[src/rtl/bus_gate_arbiter.sv]
// Round-robin owner of the four CPU data-bus gate enables (MARMUX, PC, MDR, ALU).
// Optional one-cycle bus turnaround between owners is compiled in with BUS_TURNAROUND_EN.
module bus_gate_arbiter #(
  parameter int MAX_HOLD = 8
) (
  input  logic       Clk,
  input  logic       Reset_n,
  input  logic [3:0] Req,
  output logic [3:0] Grant,
  output logic       GateMARMUX,
  output logic       GatePC,
  output logic       GateMDR,
  output logic       GateALU,
  output logic [1:0] Grant_Id,
  output logic       Bus_Busy,
  output logic       Preempt
);

  localparam int N_REQ = 4;
  localparam int ID_W  = 2;
  localparam int CNT_W = 8;

  localparam logic [CNT_W-1:0] HOLD_LAST = CNT_W'(MAX_HOLD - 1);
  localparam logic [CNT_W-1:0] HOLD_SAT  = CNT_W'(MAX_HOLD);
  localparam logic [N_REQ-1:0] ONE_HOT0  = {{(N_REQ-1){1'b0}}, 1'b1};

`ifdef BUS_TURNAROUND_EN
  typedef enum logic [1:0] {S_IDLE, S_OWN, S_TURN} state_e;
`else
  typedef enum logic [1:0] {S_IDLE, S_OWN} state_e;
`endif

  state_e             r_state,    w_state_nxt;
  logic [N_REQ-1:0]   r_grant,    w_grant_nxt;
  logic [ID_W-1:0]    r_last_id,  w_last_id_nxt;
  logic [CNT_W-1:0]   r_hold_cnt, w_hold_cnt_nxt;
  logic               r_preempt,  w_preempt_nxt;

  logic [N_REQ-1:0]   w_others;
  logic               w_found;
  logic [ID_W-1:0]    w_pick_id;
  logic               w_holder_req;
  logic               w_hold_expired;
  logic               w_take;
  logic               w_release;

  // The current holder is masked out, so a revoked holder can never win its own re-arbitration.
  assign w_others       = Req & ~r_grant;
  assign w_holder_req   = |(Req & r_grant);
  assign w_hold_expired = (r_hold_cnt >= HOLD_LAST);

  always_comb begin : rr_search
    logic [ID_W-1:0] idx;
    w_found   = 1'b0;
    w_pick_id = r_last_id;
    for (int k = 1; k <= N_REQ; k++) begin
      idx = r_last_id + ID_W'(k);
      if (!w_found && w_others[idx]) begin
        w_found   = 1'b1;
        w_pick_id = idx;
      end
    end
  end

  // NOTE: every next-state signal gets a default first so no path leaves one unassigned (no latches).
  always_comb begin
    w_state_nxt    = r_state;
    w_grant_nxt    = r_grant;
    w_last_id_nxt  = r_last_id;
    w_hold_cnt_nxt = r_hold_cnt;
    w_preempt_nxt  = 1'b0;
    w_take         = 1'b0;
    w_release      = 1'b0;

    case (r_state)
      S_IDLE: w_take = w_found;
      S_OWN: begin
        if (w_holder_req) begin
          if (w_hold_expired && w_found) begin
            w_preempt_nxt = 1'b1;
            w_release     = 1'b1;
          end else if (r_hold_cnt < HOLD_SAT) begin
            w_hold_cnt_nxt = r_hold_cnt + 1'b1;
          end
        end else begin
          w_release = 1'b1;
        end
      end
`ifdef BUS_TURNAROUND_EN
      S_TURN: begin
        w_take = w_found;
        if (!w_found) w_state_nxt = S_IDLE;
      end
`endif
      default: w_state_nxt = S_IDLE;
    endcase

`ifdef BUS_TURNAROUND_EN
    // Every release parks the bus for one all-zero cycle; the winner is chosen again in TURN.
    if (w_release) begin
      w_state_nxt    = S_TURN;
      w_grant_nxt    = '0;
      w_hold_cnt_nxt = '0;
    end
`else
    if (w_release) begin
      if (w_found) begin
        w_take = 1'b1;
      end else begin
        w_state_nxt    = S_IDLE;
        w_grant_nxt    = '0;
        w_hold_cnt_nxt = '0;
      end
    end
`endif

    if (w_take) begin
      w_state_nxt    = S_OWN;
      w_grant_nxt    = ONE_HOT0 << w_pick_id;
      w_last_id_nxt  = w_pick_id;
      w_hold_cnt_nxt = '0;
    end
  end

  // NOTE: state registers use non-blocking assignments so all of them update together on the edge.
  always_ff @(posedge Clk or negedge Reset_n) begin
    if (!Reset_n) begin
      r_state    <= S_IDLE;
      r_grant    <= '0;
      r_last_id  <= ID_W'(N_REQ - 1);
      r_hold_cnt <= '0;
      r_preempt  <= 1'b0;
    end else begin
      r_state    <= w_state_nxt;
      r_grant    <= w_grant_nxt;
      r_last_id  <= w_last_id_nxt;
      r_hold_cnt <= w_hold_cnt_nxt;
      r_preempt  <= w_preempt_nxt;
    end
  end

  assign Grant      = r_grant;
  assign GateMARMUX = r_grant[0];
  assign GatePC     = r_grant[1];
  assign GateMDR    = r_grant[2];
  assign GateALU    = r_grant[3];
  assign Grant_Id   = r_last_id;
  assign Bus_Busy   = |r_grant;
  assign Preempt    = r_preempt;

  a_grant_onehot0: assert property (@(posedge Clk) disable iff (!Reset_n) $onehot0(r_grant));
  a_own_has_grant: assert property (@(posedge Clk) disable iff (!Reset_n)
                                    (r_state == S_OWN) |-> $onehot(r_grant));

endmodule

[config.mk]
export PLATFORM = sky130hd
export DESIGN_NAME = bus_gate_arbiter
export DESIGN_NICKNAME = d
export VERILOG_FILES = /design/src/rtl/bus_gate_arbiter.sv
export SDC_FILE = /design/constraint.sdc
export NUM_CORES = 1
export LEC_CHECK = 0
export BUFFER_PORTS_ARGS = -buffer_cell sky130_fd_sc_hd__buf_2
export CAP_MARGIN = 5
export CORE_UTILIZATION = 45
export DETAILED_ROUTE_END_ITERATION = 8
export HOLD_SLACK_MARGIN = 0.06
export PLACE_DENSITY = 0.7
export SYNTH_ARGS = -nofsm -noshare
export SYNTH_HDL_FRONTEND = slang
export SYNTH_SLANG_ARGS = --single-unit
[constraint.sdc]
create_clock -name Clk -period 5.37 [get_ports Clk]
set_input_delay 0.8055 -clock Clk [delete_from_list [all_inputs] [get_ports Clk]]
set_output_delay 0.8055 -clock Clk [all_outputs]
set_load 0.05 [all_outputs]
==> flow_summary.yaml, run 1 <==
clocking:
  cts_resized: 0
  cts_buffers: 3
  h-tree-depth: 1
  clock-root-buffer: "clkbuf_4"
  cts_tree: "built"
  numClockSinks: 17
  ctsHoldBuffers: 0
  insertion_delay_ns: 0.29
  clkTransAtPathRegs_ns: 0.10
  postCtsSetupRepairBufs: 0
  cts_buffer_depth: 2
drt:
  vias: 679
  detail_route.wl_per_cell_um: 12.6
  drt_iter0_markers: 6
  ant_nets: 0
  wirelength_um: 1620
  drc_errors: 0
  drt_first_pass_iters: 4
  drt-vias-per-instance: 5.30
synth:
  synth_ff_type: "dfrtp_1"
  synth_edf_count: 0
  syn-mean-instance-area_um2: 11.1
  synth-async-reset-ratio: 1.00
  ys_ff_latch: 17
  ys_warn_count: 0
  synthCells: 86
  syn_nets: 93
  syn_area_um2: 951
  ys_types: 41
  synth_seq_area_share: 0.450
setup_path:
  slowest_delay_ns: 0.52
  crit_required_ns: 4.56
  crit_family: "simple AND/OR/NAND/NOR gates"
  start_kind: "flip-flop"
  slowest_stage: "or4_1"
  startpoint: "Grant[3]$_DFFE_PN0P_"
  cp_data_arrival_time_ns: 1.47
  critPathBufInv: 1
  endpoint_kind: "primary output"
  r2r-start: "r_hold_cnt[7]$_DFF_PN0_"
  crit_fanout: 7
  worstSetupPathType: "flip-flop to primary output"
  crit_chain: "or4_1 > buf_2"
global_route:
  antenna_found_initial: 0
  grt-ovfl-total: 0
  grt_start_max_net_pins: 18
  grt_pass1_wl_um: 2570
  grt_pass1_vias: 599
  grt.total_usage: 0.167
power_and_ir_drop:
  power_density_nw_per_um2: 539
  irDropWorstVdd_uv: 242
  clockPowerShare: 0.120
  p_sw_frac: 0.506
  p_leak_uw: 0.000500
  p_seq_frac: 0.341
  p_int_uw: 280
  power_switching_uw: 287
  p_comb_frac: 0.539
flow_run:
  max_cap_violations: 0
timing:
  fin_skew_ns: 0.00857
  period_needed_ns: 2.28
  holdWs_ns: 0.410
  fmax_mhz: 439
  max_slew_margin: 0.600
  setup_tns_ns: 0
  rsz0062_at_grt: "no"
  post-route-period-util: 0.425
  final_hold_viol_count: 0
  slew_viol_final: 0
  worst_slew_pin_slew_ns: 0.596
  setup_viol: 0
final_layout:
  final_common_cell: "buf_2"
  antenna_cells: 0
  area_growth_syn_to_layout_pct: 10.7
  most-common-layout-cells: "buf_2, dfrtp_1, nor2_1"
  fin_util: 0.531
  drive_above_1_share: 0.366
  finalNetCount: 109
placed_design:
  dpl.hpwl_um: 1240
  place_congestion: 0.809
  port_buffers: 17
die:
  num_io_pins: 18
  fp.coreArea_um2: 1980
  die-area_um2: 2300
  initial_core_util: 0.480
  num_rows: 16
  die_x_um: 48.0
  die-height_um: 48.0
status:
  status: "finished, final reports clean"
min_path:
  hold_path.class: "input pin to async pin"
## cell type report
| class | instances | area [µm²] |
|---|---|---|
| fill | 191 | 930 |
| multi-input combinational | 63 | 478 |
| sequential | 17 | 428 |
| timing repair buffer | 17 | 85.1 |
| tap | 27 | 33.8 |
| clock buffer | 3 | 22.5 |
| clock inverter | 1 | 5.00 |
## path summary, 6_finish.rpt
kind | endpoint | slack, ns | depth (start not counted)
setup reg to reg | Grant[2]$_DFFE_PN0P_ | 3.33 | 5
hold reg to reg | r_hold_cnt[5]$_DFF_PN0_ | 0.49 | 1
hold / removal | r_state[0]$_DFF_PN0_ | 0.41 | 1
max in group asynchronous | Grant_Id[1]$_DFFE_PN1N_ | 4.64 | 1
setup / recovery | Bus_Busy | 3.09 | 2
min in group Clk | r_hold_cnt[5]$_DFF_PN0_ | 0.49 | 1
## registers in the layout (all words and copies together), names as in the netlist
| signal | flops |
|---|---|
| r_hold_cnt | 8 |
| Grant_Id | 2 |
| Grant | 4 |
| r_state | 2 |
| Preempt | 1 |
## per-layer routing
layer / part of all wire / vias up / global-route usage
met5: 0 / - / 0
met4: 0.0086 / 0 / 0.111
met3: 0.042 / 2 / 0.0264
met2: 0.45 / 19 / 0.259
met1: 0.50 / 318 / 0.213
li1: - / 340 / -
## power by group through the flow
| stage | registers, µW | logic (µW) | clock network, µW |
|---|---|---|---|
| 2_1_floorplan | 250 | 209 | 0 |
| 3_3_place_gp | 194 | 305 | 0 |
| 4_1_cts | 193 | 307 | 73.0 |
| 3_5_place_dp | 196 | 306 | 0 |
| 6_report | 194 | 305 | 68.0 |
| 5_1_grt | 200 | 332 | 76.4 |
## worst register-to-register path, delay by kind of cell, from the launching register on
family,cells,cell delay (ns)
AOI/OAI and AO/OA,3,0.65
DFF,1,0.39
and+or+nand+nor,2,0.94
## cells by family after synthesis
logic type / Yosys count / synth area share
buf+inv: 6 / 0.0474
fa+ha+maj: 1 / 0.0132
compound gates: 22 / 0.187
xor+xnor: 1 / 0.00921
flops: 17 / 0.450
other cells: 1 / 0.00394
mux: 2 / 0.0276
simple gates: 36 / 0.262
## stage by stage
step	setup slack, ns	std cells	area (µm²)	power [µW]
after floorplan	3.14	86	951	459
after global placement	2.89	124	1020	499
after detailed placement	2.88	124	1020	502
after CTS	3.07	128	1050	574
after global routing	3.01	128	1050	609
final	3.09	128	1050	567
## cell usage after synthesis (2+ instances only)
cell type  instances  share of area
and2b_2            4          0.037
nor2_1             6          0.024
a22o_1             2          0.018
and2_1             4          0.026
o2bb2ai_1          2          0.018
nand2b_1           4          0.026
nand3_1            2          0.011
a21oi_1            5          0.026
a22oi_1            2          0.016
nor3_1             2          0.011
nand2_1            4          0.016
buf_4              4          0.032
o21ai_0            2          0.011
dfstp_2            2          0.055
dfrtp_1           15           0.39
No activity file was read; power rests on OpenSTA's default activity.
==> run 2, diff against run 1 <==
Settings changed: PLACE_DENSITY 0.7 to 0.73.
Clock period 5.37 ns to 2 ns, I/O delays scaled along.
==> run 2 against run 1 <==
Sequential share of layout area shrank 1.2 points. Total power grew to 2.8 times the previous value. Register-to-register slack got worse by 3.3 ns. Sequential power grew to 2.8 times the previous value. Clock power increased to 2.6 times the previous value. Critical path type is now flip-flop to flip-flop. Wire length up 15%. Global-route usage increased by 0.50 points. Non-clock buffer count rose by 4. Critical path depth up 3.
==> flow_summary.yaml, run 2 (synthesis gave the netlist of run 1 again) <==
global_route:
  grt-ovfl-total: 0
  grt.total_usage: 0.172
  grt_start_max_net_pins: 18
  grt_pass1_vias: 593
  antenna_found_initial: 0
  grt_pass1_wl_um: 2590
timing:
  fmax_mhz: 516
  post-route-period-util: 0.969
  period_needed_ns: 1.94
  setup_tns_ns: 0
  holdWs_ns: 0.444
  fin_skew_ns: 0.00460
  rsz0062_at_grt: "yes"
  setup_viol: 0
  slew_viol_final: 0
  final_hold_viol_count: 0
final_layout:
  regMostFlops: "r_hold_cnt"
  regArea_um2: 432
  area_growth_syn_to_layout_pct: 15.0
  final_common_cell: "buf_2"
  instances_no_fill: 132
  antenna_cells: 0
  largest_reg_flops: 8
  most-common-layout-cells: "buf_2, dfrtp_1, nor2_1"
  multiInputGateArea_um2: 484
  drive_above_1_share: 0.410
  fillers: 176
  finalNetCount: 113
setup_path:
  crit_fanout: 5
  critPathBufInv: 0
  reg2reg_slack_ns: 0.06
  worstSetupPathType: "flip-flop to flip-flop"
  crit_required_ns: 2.18
  slowest_stage: "or4_4"
  cp_data_arrival_time_ns: 2.12
  crit_chain: "or4_4 > a211oi_4 > o211ai_2 > mux2_4 > and2_4"
  start_kind: "flip-flop"
  crit_family: "simple AND/OR/NAND/NOR gates"
  endpoint_kind: "flip-flop"
  slowest_delay_ns: 0.56
die:
  die-area_um2: 2300
  fp.coreArea_um2: 1980
  num_rows: 16
  die_x_um: 48.0
  initial_core_util: 0.480
  die-height_um: 48.0
  num_io_pins: 18
power_and_ir_drop:
  irDropWorstVdd_uv: 788
  p_int_uw: 777
  p_seq_frac: 0.341
  power_density_nw_per_um2: 1430
  p_sw_frac: 0.503
  power_switching_uw: 788
  p_comb_frac: 0.545
  clockPowerShare: 0.114
  p_leak_uw: 0.000512
placed_design:
  place_congestion: 0.779
  place_inst: 126
  dpl.hpwl_um: 1370
  port_buffers: 17
drt:
  drc_errors: 0
  drt_first_pass_iters: 4
  detail_route.wl_per_cell_um: 14.2
  drt-vias-per-instance: 5.47
  vias: 722
  drt_iter0_markers: 12
  ant_nets: 0
  wirelength_um: 1870
flow_run:
  max_cap_violations: 0
min_path:
  hold_path.class: "input pin to async pin"
clocking:
  insertion_delay_ns: 0.28
  cts_buffer_depth: 2
  cts_tree: "built"
  clkTransAtPathRegs_ns: 0.10
  clock-root-buffer: "clkbuf_4"
  numClockSinks: 17
  cts_buffers: 3
  h-tree-depth: 1
status:
  status: "finished, final reports clean"
## run 2: changes by cell type in the layout (fill, tap and decap cells not counted)
cell | before | now
dfrtp_2 | 0 | 3
buf_4 | 0 | 3
a311oi_2 | 0 | 1
clkinv_2 | 1 | 0
dlygate4sd3_1 | 0 | 1
a311oi_1 | 1 | 0
clkbuf_1 | 0 | 1
dfrtp_1 | 15 | 12
## run 2: timing repair
action,CTS,global route
setup buffers,0,1
endpoints found under the setup margin,1,12
endpoints found under the hold margin,15,0
resized for setup,1,0
hold buffers,1,0
pin swaps,0,1
## run 2: path summary, 6_finish.rpt
kind | from | depth (start not counted) | end
setup / recovery | r_hold_cnt[7]$_DFF_PN0_ | 5 | r_hold_cnt[1]$_DFF_PN0_
hold / removal | Reset_n | 2 | Preempt$_DFF_PN0_
setup reg to reg | r_hold_cnt[7]$_DFF_PN0_ | 5 | r_hold_cnt[1]$_DFF_PN0_
hold reg to reg | r_hold_cnt[4]$_DFF_PN0_ | 1 | r_hold_cnt[4]$_DFF_PN0_
max in group asynchronous | Reset_n | 2 | Grant_Id[0]$_DFFE_PN1N_
min in group Clk | r_hold_cnt[4]$_DFF_PN0_ | 1 | r_hold_cnt[4]$_DFF_PN0_
## run 2: worst register-to-register path, cell delays in order (launching register included)
cell and delay (ns):
dfrtp_1 0.39, or4_4 0.56, a211oi_4 0.27, o211ai_2 0.15, mux2_4 0.32, and2_4 0.15
## run 2: routing by layer
layer | vias to the layer above | wire length (µm) | global-route usage | share of wire
met3 | 6 | 80 | 0.0226 | 0.043
met1 | 346 | 872 | 0.217 | 0.47
met4 | 0 | 48 | 0.111 | 0.026
li1 | 348 | - | - | -
met5 | - | 0 | 0 | 0
met2 | 22 | 867 | 0.276 | 0.46
## run 2: stage by stage
| stage | power, µW | setup slack [ns] | utilization | area, µm² |
|---|---|---|---|---|
| 2_1_floorplan | 1240 | 0.0339 | - | 955 |
| 3_3_place_gp | 1360 | 0.0746 | 0.527 | 1040 |
| 3_5_place_dp | 1380 | 0.0166 | 0.527 | 1040 |
| 4_1_cts | 1570 | 0.0127 | 0.548 | 1090 |
| 5_1_grt | 1660 | -0.00953 | 0.552 | 1090 |
| 6_report | 1560 | 0.0630 | 0.552 | 1090 |
## run 2: power by group through the flow
stage | registers [µW] | logic [µW] | clock network, µW
2_1_floorplan | 676 | 561 | 0
3_3_place_gp | 529 | 831 | 0
6_report | 534 | 852 | 178
4_1_cts | 534 | 855 | 185
5_1_grt | 547 | 915 | 195
3_5_place_dp | 537 | 842 | 0
## run 2: area by class of cell
class / instances / share of cell area
multi-input combinational: 63 / 0.443
sequential: 17 / 0.395
timing repair buffer: 21 / 0.108
tap: 27 / 0.0309
clock buffer: 4 / 0.0240
